`src/rtl/seq_div_16_8.sv`:
```
// Sequential unsigned 16/8 restoring divider, one quotient bit per clock.
// Optional macro DIV_ZERO_CHECK_EN: single-cycle divide-by-zero result with dz.
module seq_div_16_8 (
  input  logic        clk,
  input  logic        rst,
  input  logic        start,
  input  logic [15:0] dividend,
  input  logic [7:0]  divisor,
  output logic        busy,
  output logic        done,
  output logic [15:0] quotient,
  output logic [7:0]  remainder,
  output logic        dz
);

  localparam logic [0:0] S_IDLE = 1'b0;
  localparam logic [0:0] S_RUN  = 1'b1;

  logic [0:0]  state_q, state_d;
  logic [7:0]  d_q, d_d;
  logic [15:0] q_q, q_d;
  logic [7:0]  r_q, r_d;
  logic [4:0]  cnt_q, cnt_d;
  logic        done_q, done_d;
  logic [15:0] quo_q, quo_d;
  logic [7:0]  rem_q, rem_d;

  logic [8:0]  t;
  logic        qbit;
  logic [7:0]  r_next;
  logic [15:0] q_next;

`ifdef DIV_ZERO_CHECK_EN
  logic dz_q, dz_d;
`endif

  // R < D always holds, so the partial remainder fits in 8 bits;
  // the 9th bit only matters in the trial compare.
  always_comb begin
    t      = {r_q, q_q[15]};
    qbit   = (t >= {1'b0, d_q});
    r_next = qbit ? (t[7:0] - d_q) : t[7:0];
    q_next = {q_q[14:0], qbit};
  end

  always_comb begin
    state_d = state_q;
    d_d     = d_q;
    q_d     = q_q;
    r_d     = r_q;
    cnt_d   = cnt_q;
    done_d  = 1'b0;
    quo_d   = quo_q;
    rem_d   = rem_q;
`ifdef DIV_ZERO_CHECK_EN
    dz_d    = dz_q;
`endif
    unique case (state_q)
      S_IDLE: begin
        if (start) begin
          d_d     = divisor;
          q_d     = dividend;
          r_d     = 8'd0;
          cnt_d   = 5'd16;
          state_d = S_RUN;
`ifdef DIV_ZERO_CHECK_EN
          if (divisor == 8'd0) begin
            state_d = S_IDLE;
            done_d  = 1'b1;
            quo_d   = 16'hFFFF;
            rem_d   = dividend[7:0];
            dz_d    = 1'b1;
          end
`endif
        end
      end
      S_RUN: begin
        q_d   = q_next;
        r_d   = r_next;
        cnt_d = cnt_q - 5'd1;
        if (cnt_q == 5'd1) begin
          state_d = S_IDLE;
          done_d  = 1'b1;
          quo_d   = q_next;
          rem_d   = r_next;
`ifdef DIV_ZERO_CHECK_EN
          dz_d    = 1'b0;
`endif
        end
      end
    endcase
  end

  always_ff @(posedge clk) begin
    if (rst) begin
      state_q <= S_IDLE;
      d_q     <= 8'd0;
      q_q     <= 16'd0;
      r_q     <= 8'd0;
      cnt_q   <= 5'd0;
      done_q  <= 1'b0;
      quo_q   <= 16'd0;
      rem_q   <= 8'd0;
    end else begin
      state_q <= state_d;
      d_q     <= d_d;
      q_q     <= q_d;
      r_q     <= r_d;
      cnt_q   <= cnt_d;
      done_q  <= done_d;
      quo_q   <= quo_d;
      rem_q   <= rem_d;
    end
  end

`ifdef DIV_ZERO_CHECK_EN
  always_ff @(posedge clk) begin
    if (rst) dz_q <= 1'b0;
    else     dz_q <= dz_d;
  end
  assign dz = dz_q;
`else
  assign dz = 1'b0;
`endif

  assign busy      = (state_q == S_RUN);
  assign done      = done_q;
  assign quotient  = quo_q;
  assign remainder = rem_q;

endmodule
```
`config.mk`:
```
export PLATFORM = sky130hd
export DESIGN_NAME = seq_div_16_8
export DESIGN_NICKNAME = d
export VERILOG_FILES = /design/src/rtl/seq_div_16_8.sv
export SDC_FILE = /design/constraint.sdc
export NUM_CORES = 1
export LEC_CHECK = 0
export BUFFER_PORTS_ARGS = -buffer_cell sky130_fd_sc_hd__buf_2
export CAP_MARGIN = 25
export CELL_PAD_IN_SITES_DETAIL_PLACEMENT = 1
export CELL_PAD_IN_SITES_GLOBAL_PLACEMENT = 1
export CORE_ASPECT_RATIO = 0.5
export CORE_MARGIN = 2
export CORE_UTILIZATION = 44
export DETAILED_ROUTE_END_ITERATION = 16
export PLACE_DENSITY = 0.88
export SLEW_MARGIN = 20
export SYNTH_ARGS = -nofsm -noshare
export SYNTH_HDL_FRONTEND = slang
export SYNTH_SLANG_ARGS = --single-unit
```
`constraint.sdc`:
```
create_clock -name clk -period 3.7 [get_ports clk]
set_input_delay 0.37 -clock clk [delete_from_list [all_inputs] [get_ports clk]]
set_output_delay 0.37 -clock clk [all_outputs]
set_load 0.02 [all_outputs]
```
==> impl_metrics.toml, run 1 <==
[status]
outcome = "completed"

[drt]
drt-pass1-iter-count = 4
drt-vias-per-instance = 5.691
wl_per_cell_um = 17.95
via_count = 2931
drtAntennaViolNets = 0
wl_um = 9243
first_iter_violations = 158
drcViolationCount = 0

[clock_network]
cts_setup_buffers = 0
numCtsBuffers = 9
cts_buffer_depth = 2
clkTransAtPathRegs_ns = 0.05
insertion_delay_ns = 0.34
clock_sinks = 63
postCtsHoldBufs = 0
root_buffer = "clkbuf_16"
htree_levels = 3
cts_tree = "built"
post_cts_resized = 0

[critical_path]
start_kind = "flip-flop"
path_max_fanout = 3
cp_slowest_cell = "fa_1"
reg2reg_from = "q_q[15]"
path_cells = "inv_1 > ha_1 > inv_1 > fa_1 > a211o_1 > a2111oi_2 > a41oi_1 > a22o_1 > a311oi_1"
worstSetupEndpointType = "flip-flop"
critPathBufInv = 2
critPathKind = "reg -> reg"
cp.required_ns = 3.95
worstPathArrival_ns = 2.71
slowest_delay_ns = 0.40
startpoint = "q_q[15]"
cpLargestDelayFamily = "compound AO/OA/AOI/OAI gates"
crit_top_cell = "inv_1"

[global_routing]
grt_pass1_wl_um = 15130
antenna_found_initial = 0
grt_start_max_net_pins = 59
grt_pass1_vias = 3128
grt.overflow.total = 0
gr-usage-all-layers_pct = 26.11

[place]
place_area_um2 = 3328
gp_congestion = 0.8763
dp_hpwl_um = 6265
port_buffers = 52

[timing]
setup_viol = 0
finalHoldViolCount = 0
fmax_mhz = 406.7
skew_ns = 0.004840
setup_tns_ns = 0
min_period_ns = 2.459
slew_viol_final = 0
tightestPinTransition_ns = 0.8726
post-route-period-util_pct = 66.46
relSlewSlack_pct = 41.38
rsz0062_at_grt = "no"

[yosys]
synthArstFlopShare_pct = 0
yosys_warnings = 0
synth-seq-area-share_pct = 41.65
postSynthNetCount = 412
avgSynthCellArea_um2 = 8.096
ys_types = 47
syn_area_um2 = 3028
synth_edf_count = 0
syn_inst = 374
synth-seq-cells = 63
synthFlopType = "dfxtp_1"

[pwr]
internal_power_mw = 1.438
p_seq_share_pct = 34.3
pwr-share-clk_pct = 34.8
power_density_nw_per_um2 = 623.6
p_sw_share_pct = 36.40
power_switching_uw = 823.0
total_power_mw = 2.261
max-vdd-ir-drop_v = 0.0004668
p_leak_nw = 1.546
comb_power_share_pct = 30.9

[floorplanning]
num_rows = 21
pin_count = 54
dieHeight_um = 62.66
core_um2 = 6674
die_x_um = 121.3
dieArea_um2 = 7602
start_util_pct = 45.37

[min_path]
hp-class = "in -> reg"
min_from = "divisor[6]"

[flow_run]
cap_violations = 0

[cells_and_area]
antenna_cells = 0
final_util_pct = 54.33
final_common_cell = "dfxtp_1"
layout_common_cells = "63 x dfxtp_1, 62 x nor2_1, 52 x buf_2, 46 x a21oi_1, 38 x nand2_1"
postLayoutCellArea_um2 = 3626
final_nets = 456
area_growth_pct = 19.75
layout-drive-gt1-share_pct = 18.44
## kinds of logic after synthesis
logic type | synth area share (%)
xor+xnor | 1.157
flops | 41.65
buf+inv | 5.413
mux | 5.620
other cells | 0.1238
simple gates | 20.12
compound gates | 21.11
fa+ha+maj | 4.793
## synthesized netlist by cell type (2+ instances only)
master | instances | area [µm²]
a211o_1 | 2 | 17.52
a211oi_1 | 6 | 45.04
a21o_1 | 2 | 15.01
a21oi_1 | 46 | 230.2
a311oi_1 | 4 | 35.03
a31oi_1 | 4 | 25.02
a32o_1 | 2 | 20.02
a41oi_1 | 2 | 17.52
and2_1 | 3 | 18.77
buf_1 | 4 | 15.01
buf_2 | 5 | 25.02
buf_4 | 2 | 15.01
clkbuf_1 | 14 | 52.55
dfxtp_1 | 63 | 1261
ha_1 | 10 | 125.1
inv_1 | 15 | 56.30
mux2i_1 | 17 | 170.2
nand2_1 | 38 | 142.6
nand2b_1 | 2 | 12.51
nand3_1 | 8 | 40.04
nand3b_1 | 3 | 22.52
nor2_1 | 63 | 236.5
nor2b_1 | 2 | 12.51
nor3_1 | 10 | 50.05
o211ai_1 | 6 | 45.04
o21a_1 | 3 | 22.52
o21ai_0 | 10 | 50.05
o21bai_1 | 3 | 22.52
o31ai_1 | 2 | 15.01
or3_1 | 4 | 25.02
xor2_1 | 3 | 26.28
## power by group through the flow
| stage | Sequential [mW] | Combinational [mW] | Clock [mW] |
|---|---|---|---|
| global route | 0.782 | 0.757 | 0.839 |
| detailed placement | 0.789 | 0.671 | 0 |
| CTS | 0.775 | 0.683 | 0.801 |
| global placement | 0.785 | 0.619 | 0 |
| floorplan | 0.774 | 0.512 | 0 |
| finish | 0.776 | 0.698 | 0.786 |
## registers in the layout, indices dropped and copies added, names as in the netlist
signal and cells:
done 1, cnt_q 5, r_q 8, busy 1, d_q 8, q_q 16
remainder 8, quotient 16
## worst reg2reg max path, delay by kind of cell (launching register included)
family,cells,cell delay (ns)
AO/OA/AOI/OAI,5,1.29
buffers and inverters,2,0.17
adder cells (fa/ha/maj),2,0.60
flip-flops,1,0.31
## path summary, 6_finish.rpt
check                end  slack (ns)  cells past startpoint
max reg2reg       r_q[6]        1.24                      9
min reg2reg  quotient[4]        0.46                      2
min               d_q[6]        0.26                      3
max               r_q[6]        1.24                      9
## area by class of cell
| cell class | instances | area [µm²] |
|---|---|---|
| Clock inverter | 6 | 36.28 |
| Multi-Input combinational cell | 271 | 1605 |
| Sequential cell | 63 | 1261 |
| Timing Repair Buffer | 58 | 312.8 |
| Fill cell | 835 | 3048 |
| Tap cell | 92 | 115.1 |
| Inverter | 15 | 56.30 |
| Clock buffer | 10 | 239.0 |
## layer usage
layer / GRT usage, % / up-vias / part of all wire, %
li1: - / 1386 / -
met1: 28.30 / 1423 / 41
met2: 44.52 / 92 / 49
met3: 9.854 / 30 / 6.3
met4: 13.94 / 0 / 3.2
met5: 0 / - / 0
## per-stage QoR
step | worst slack, ns | hold WS (ns) | cells
2_1_floorplan | 1.554 | 0.4407 | 374
3_3_place_gp | 1.414 | 0.4454 | 497
3_5_place_dp | 1.291 | 0.4527 | 497
4_1_cts | 1.238 | 0.2528 | 513
5_1_grt | 1.123 | 0.2735 | 515
6_report | 1.241 | 0.2561 | 515
(Power assumes the default switching activity.)
==> run 2, diff against run 1 <==
ABC_AREA = 1   (was default)
CORE_UTILIZATION = 40   (was 44)
PLACE_DENSITY = 0.83   (was 0.88)
clock period = 2.6 ns   (was 3.7 ns; I/O delays follow)
==> impl_metrics.toml, run 2 <==
[status]
outcome = "completed"

[yosys]
yosys_warnings = 0
yosysMostFrequentCell = "nand2_1"
avgSynthCellArea_um2 = 7.374
syn_area_um2 = 2972
synth_edf_count = 0
postSynthNetCount = 441
synthArstFlopShare_pct = 0
yosys.area.top_type = "dfxtp_1"
yosys-top-cells-count = "121 x nand2_1, 63 x dfxtp_1, 59 x inv_1, 27 x nand3_1, 19 x a21oi_1"
ys_types = 37
synth-seq-area-share_pct = 42.44
synthTopCellsByArea = "dfxtp_1 42%, nand2_1 15%, inv_1 7.5%"
syn_inst = 403
synthFlopType = "dfxtp_1"
synth-seq-cells = 63
synth_top_area_share_pct = 42.44

[drt]
drtAntennaViolNets = 0
drt-vias-per-instance = 4.925
first_iter_violations = 115
wl_um = 8214
drcViolationCount = 0
drt-pass1-iter-count = 4
via_count = 2743
wl_per_cell_um = 14.75

[timing]
post-route-period-util_pct = 72.88
setup_tns_ns = 0
rsz0062_at_grt = "no"
min_period_ns = 1.895
relSlewSlack_pct = 44.73
setup_viol = 0
fin_ws_ns = 0.7051
whs_ns = 0.1821
fmax_mhz = 527.7
slew_viol_final = 0
skew_ns = 0.002276
tightestPinTransition_ns = 0.8282
finalHoldViolCount = 0

[floorplanning]
num_rows = 22
dieArea_um2 = 8176
dieHeight_um = 64.95
die_x_um = 125.9
core_um2 = 7267
pin_count = 54
start_util_pct = 40.89

[global_routing]
grt_use_met3_pct = 7.102
grt_pass1_vias = 2876
grt_use_met1_pct = 25.08
grt_start_max_net_pins = 25
antenna_found_initial = 0
use_met2_pct = 38.91
top_usage_layer = "met2"
gr-usage-all-layers_pct = 21.70
grt_pass1_wl_um = 13900
grt.overflow.total = 0

[min_path]
hold_depth = 3
hp-class = "in -> reg"

[cells_and_area]
final_util_pct = 49.97
antenna_cells = 0
layout_common_cells = "121 x nand2_1, 63 x dfxtp_1, 59 x inv_1, 52 x buf_2, 27 x nand3_1"
final_common_cell = "nand2_1"
final_nets = 495
fillers = 952
layout-drive-gt1-share_pct = 22.13
area_growth_pct = 22.19

[pwr]
comb_power_share_pct = 39.8
power_density_nw_per_um2 = 1103
p_leak_nw = 1.805
total_power_mw = 4.006
p_seq_share_pct = 28.6
internal_power_mw = 2.434
p_sw_share_pct = 39.24
power_switching_mw = 1.572
pwr-share-clk_pct = 31.6
max-vdd-ir-drop_v = 0.0004028

[critical_path]
worstSetupEndpointType = "flip-flop"
worstPathArrival_ns = 2.15
slowest_delay_ns = 0.37
start_kind = "flip-flop"
crit_top_cell = "nand2_1"
cp.required_ns = 2.86
path_max_fanout = 10
path_cells = "inv_1 > ha_1 > nand2_1 > nand2_1 > nand2_1 > nand2_2 > nor2_4 > nand2_8 > nand2_1 > nand3_1 > a21oi_1"
reg2reg_depth = 11
critPathKind = "reg -> reg"
cp_slowest_cell = "ha_1"

[clock_network]
numCtsBuffers = 9
postCtsHoldBufs = 0
clkTransAtPathRegs_ns = 0.05
htree_levels = 3
clock_sinks = 63
post_cts_resized = 0
cts_setup_buffers = 0
cts_tree = "built"
insertion_delay_ns = 0.33
root_buffer = "clkbuf_16"
cts_buffer_depth = 2

[place]
dp_hpwl_um = 5581
dp_slack_ns = 0.8042
gp_congestion = 0.8411
port_buffers = 52

[flow_run]
cap_violations = 0
-- run 2: cell types whose count changed after synthesis, moves of 10 or more --
cell     before  now
a21oi_1      46   19
inv_1        15   59
mux2i_1      17    0
nand2_1      38  121
nand2_2       0   12
nand3_1       8   27
nor2_1       63   12
o21ai_1       0   10
-- run 2: metrics by stage --
| step | area, µm² | cells |
|---|---|---|
| after floorplan | 2972 | 403 |
| after global placement | 3319 | 542 |
| after detailed placement | 3319 | 542 |
| after CTS | 3631 | 557 |
| after global routing | 3631 | 557 |
| final | 3631 | 557 |
-- run 2: logic make-up after synthesis --
family	share of synthesized area (%)
other cells	0.1262
buf+inv	10.19
simple gates	29.64
flops	42.44
fa+ha+maj	4.884
compound gates	11.83
xor+xnor	0.8844
-- run 2: cell type report --
cell class,instances,area (µm²),area share [%]
Clock buffer,9,225.2,6.203
Clock inverter,6,86.33,2.378
Inverter,62,232.7,6.409
Multi-Input combinational cell,264,1408,38.77
Sequential cell,63,1261,34.73
Tap cell,96,120.1,3.308
Timing Repair Buffer,57,297.8,8.201
-- run 2: critical path, delay by kind of cell, from the launching register on --
kind,cells,cell delay [ns]
fa+ha+maj,1,0.37
flops,1,0.31
buf+inv,1,0.06
compound gates,1,0.16
simple gates,8,0.93
-- run 2: worst paths after layout --
| path | startpoint | endpoint | slack (ns) |
|---|---|---|---|
| max reg2reg | d_q[6] | r_q[0] | 0.71 |
| max | d_q[6] | r_q[0] | 0.71 |
| min reg2reg | remainder[3] | remainder[3] | 0.45 |
| min | divisor[0] | d_q[0] | 0.18 |
-- run 2: power groups by stage --
stage | Sequential (mW) | Clock, mW | Combinational, mW
floorplan | 1.14 | 0 | 1.24
global placement | 1.16 | 0 | 1.50
detailed placement | 1.16 | 0 | 1.55
CTS | 1.14 | 1.29 | 1.59
global route | 1.16 | 1.34 | 1.77
finish | 1.15 | 1.27 | 1.59
-- run 2: routing by layer --
metal | routed length, µm | vias up | share of wire (%)
li1 | - | 1382 | -
met1 | 3729 | 1304 | 45
met2 | 4124 | 47 | 50
met3 | 283 | 10 | 3.4
met4 | 76 | 0 | 0.93
met5 | 0 | - | 0
==> run 3, diff against run 2 <==
clock period = 1.8 ns   (was 2.6 ns; I/O delays follow)
==> impl_metrics.toml, run 3 (synthesized netlist as in run 2, its figures left out) <==
[place]
dp_slack_ns = -0.001499
port_buffers = 52
gp_congestion = 0.8642
place_area_um2 = 3349
dp_hpwl_um = 5767

[global_routing]
grt.overflow.total = 0
grt_start_max_net_pins = 25
grt_pass1_vias = 3016
antenna_found_initial = 0
gr-usage-all-layers_pct = 22.77
grt_pass1_wl_um = 14500

[critical_path]
start_kind = "flip-flop"
slowest_delay_ns = 0.31
worstSetupEndpointType = "flip-flop"
cp_slowest_cell = "dfxtp_1"
path_cells = "inv_1 > ha_4 > nand2_1 > nor2_4 > nand2_2 > nand3_4 > nand2_8 > buf_4 > nand3_1 > nand3_1 > a21oi_1"
critPathKind = "reg -> reg"
crit_top_cell = "nand3_1"
worstPathArrival_ns = 2.15
cp.required_ns = 2.04
path_max_fanout = 6

[timing]
slew_viol_final = 0
setup_tns_ns = -0.8946
post-route-period-util_pct = 106.7
fmax_mhz = 520.9
skew_ns = 0.006279
finalHoldViolCount = 0
rsz0062_at_grt = "yes"
fin_ws_ns = -0.1197
setup_viol = 14
min_period_ns = 1.920

[floorplanning]
pin_count = 54
core_um2 = 7267
num_rows = 22
die_x_um = 125.9
start_util_pct = 40.89
dieHeight_um = 64.95
dieArea_um2 = 8176

[status]
violations = "setup timing"
outcome = "finished with violations"

[drt]
via_count = 3016
first_iter_violations = 213
wl_um = 10510
drt-vias-per-instance = 5.227
drcViolationCount = 0
drtAntennaViolNets = 0
wl_per_cell_um = 18.21
drt-pass1-iter-count = 4

[clock_network]
clkTransAtPathRegs_ns = 0.06
insertion_delay_ns = 0.34
cts_tree = "built"
clock_sinks = 63
cts_buffer_depth = 2
numCtsBuffers = 9
htree_levels = 3
root_buffer = "clkbuf_16"
postCtsHoldBufs = 0

[cells_and_area]
final_common_cell = "nand2_1"
layout-drive-gt1-share_pct = 35.14
multi_input_area_um2 = 1599
fillers = 921
layout_common_cells = "112 x nand2_1, 52 x dfxtp_1, 52 x buf_2, 49 x inv_1"
final_nets = 514
area_growth_pct = 35.45
postLayoutCellArea_um2 = 4025
antenna_cells = 0
final_util_pct = 55.39
seq_area_um2 = 1277

[pwr]
power_density_nw_per_um2 = 1802
p_leak_nw = 1.914
max-vdd-ir-drop_v = 0.0007440
total_power_mw = 7.254

[flow_run]
cap_violations = 0

[min_path]
hp-class = "in -> reg"
run 3: cell type report:
class,instances,area share [%]
inverter,62,5.782
multi-input combinational,264,39.73
sequential,63,31.74
timing repair buffer,76,11.35
tap,96,2.984
clock inverter,5,2.642
clock buffer,11,5.782
run 3: metrics by stage:
step | instances | hold slack [ns]
6_report | 577 | 0.08703
5_1_grt | 577 | 0.1340
4_1_cts | 564 | 0.09143
3_5_place_dp | 546 | 0.4403
3_3_place_gp | 546 | 0.4299
2_1_floorplan | 403 | 0.2491
run 3: report_power, final:
part | internal (mW) | total, mW | switching [mW]
Combinational | 1.40 | 3.54 | 2.14
Sequential | 1.55 | 1.71 | 0.164
Clock | 1.35 | 2.00 | 0.645
Total | 4.31 | 7.25 | 2.95
run 3: worst paths after layout:
kind                     start      endpoint  slack (ns)  cells after the start
setup / recovery        d_q[2]        r_q[0]       -0.12                     11
hold / removal      divisor[0]        d_q[0]        0.09                      3
setup reg to reg        d_q[2]        r_q[0]       -0.12                     11
hold reg to reg   remainder[1]  remainder[1]        0.45                      2
run 3: what timing repair did:
item                                    CTS  global route
endpoints found under the setup margin   14            18
hold endpoints to repair                  0             0
pin swaps                                 2            16
resized for setup                         6            51
setup buffers                             2            14
run 3: worst max-delay path: cells and delay by family (launching register included):
family,cells,cell delay (ns)
simple gates,7,0.71
flops,1,0.31
fa+ha+maj,1,0.31
buf+inv,2,0.25
compound gates,1,0.23
run 3: routing by layer:
layer	vias to the layer above	global-route usage (%)	wire, µm
met3	26	7.102	617
met4	0	7.967	284
met5	-	0	0
li1	1425	-	-
met1	1464	25.52	4334
met2	101	41.47	5273
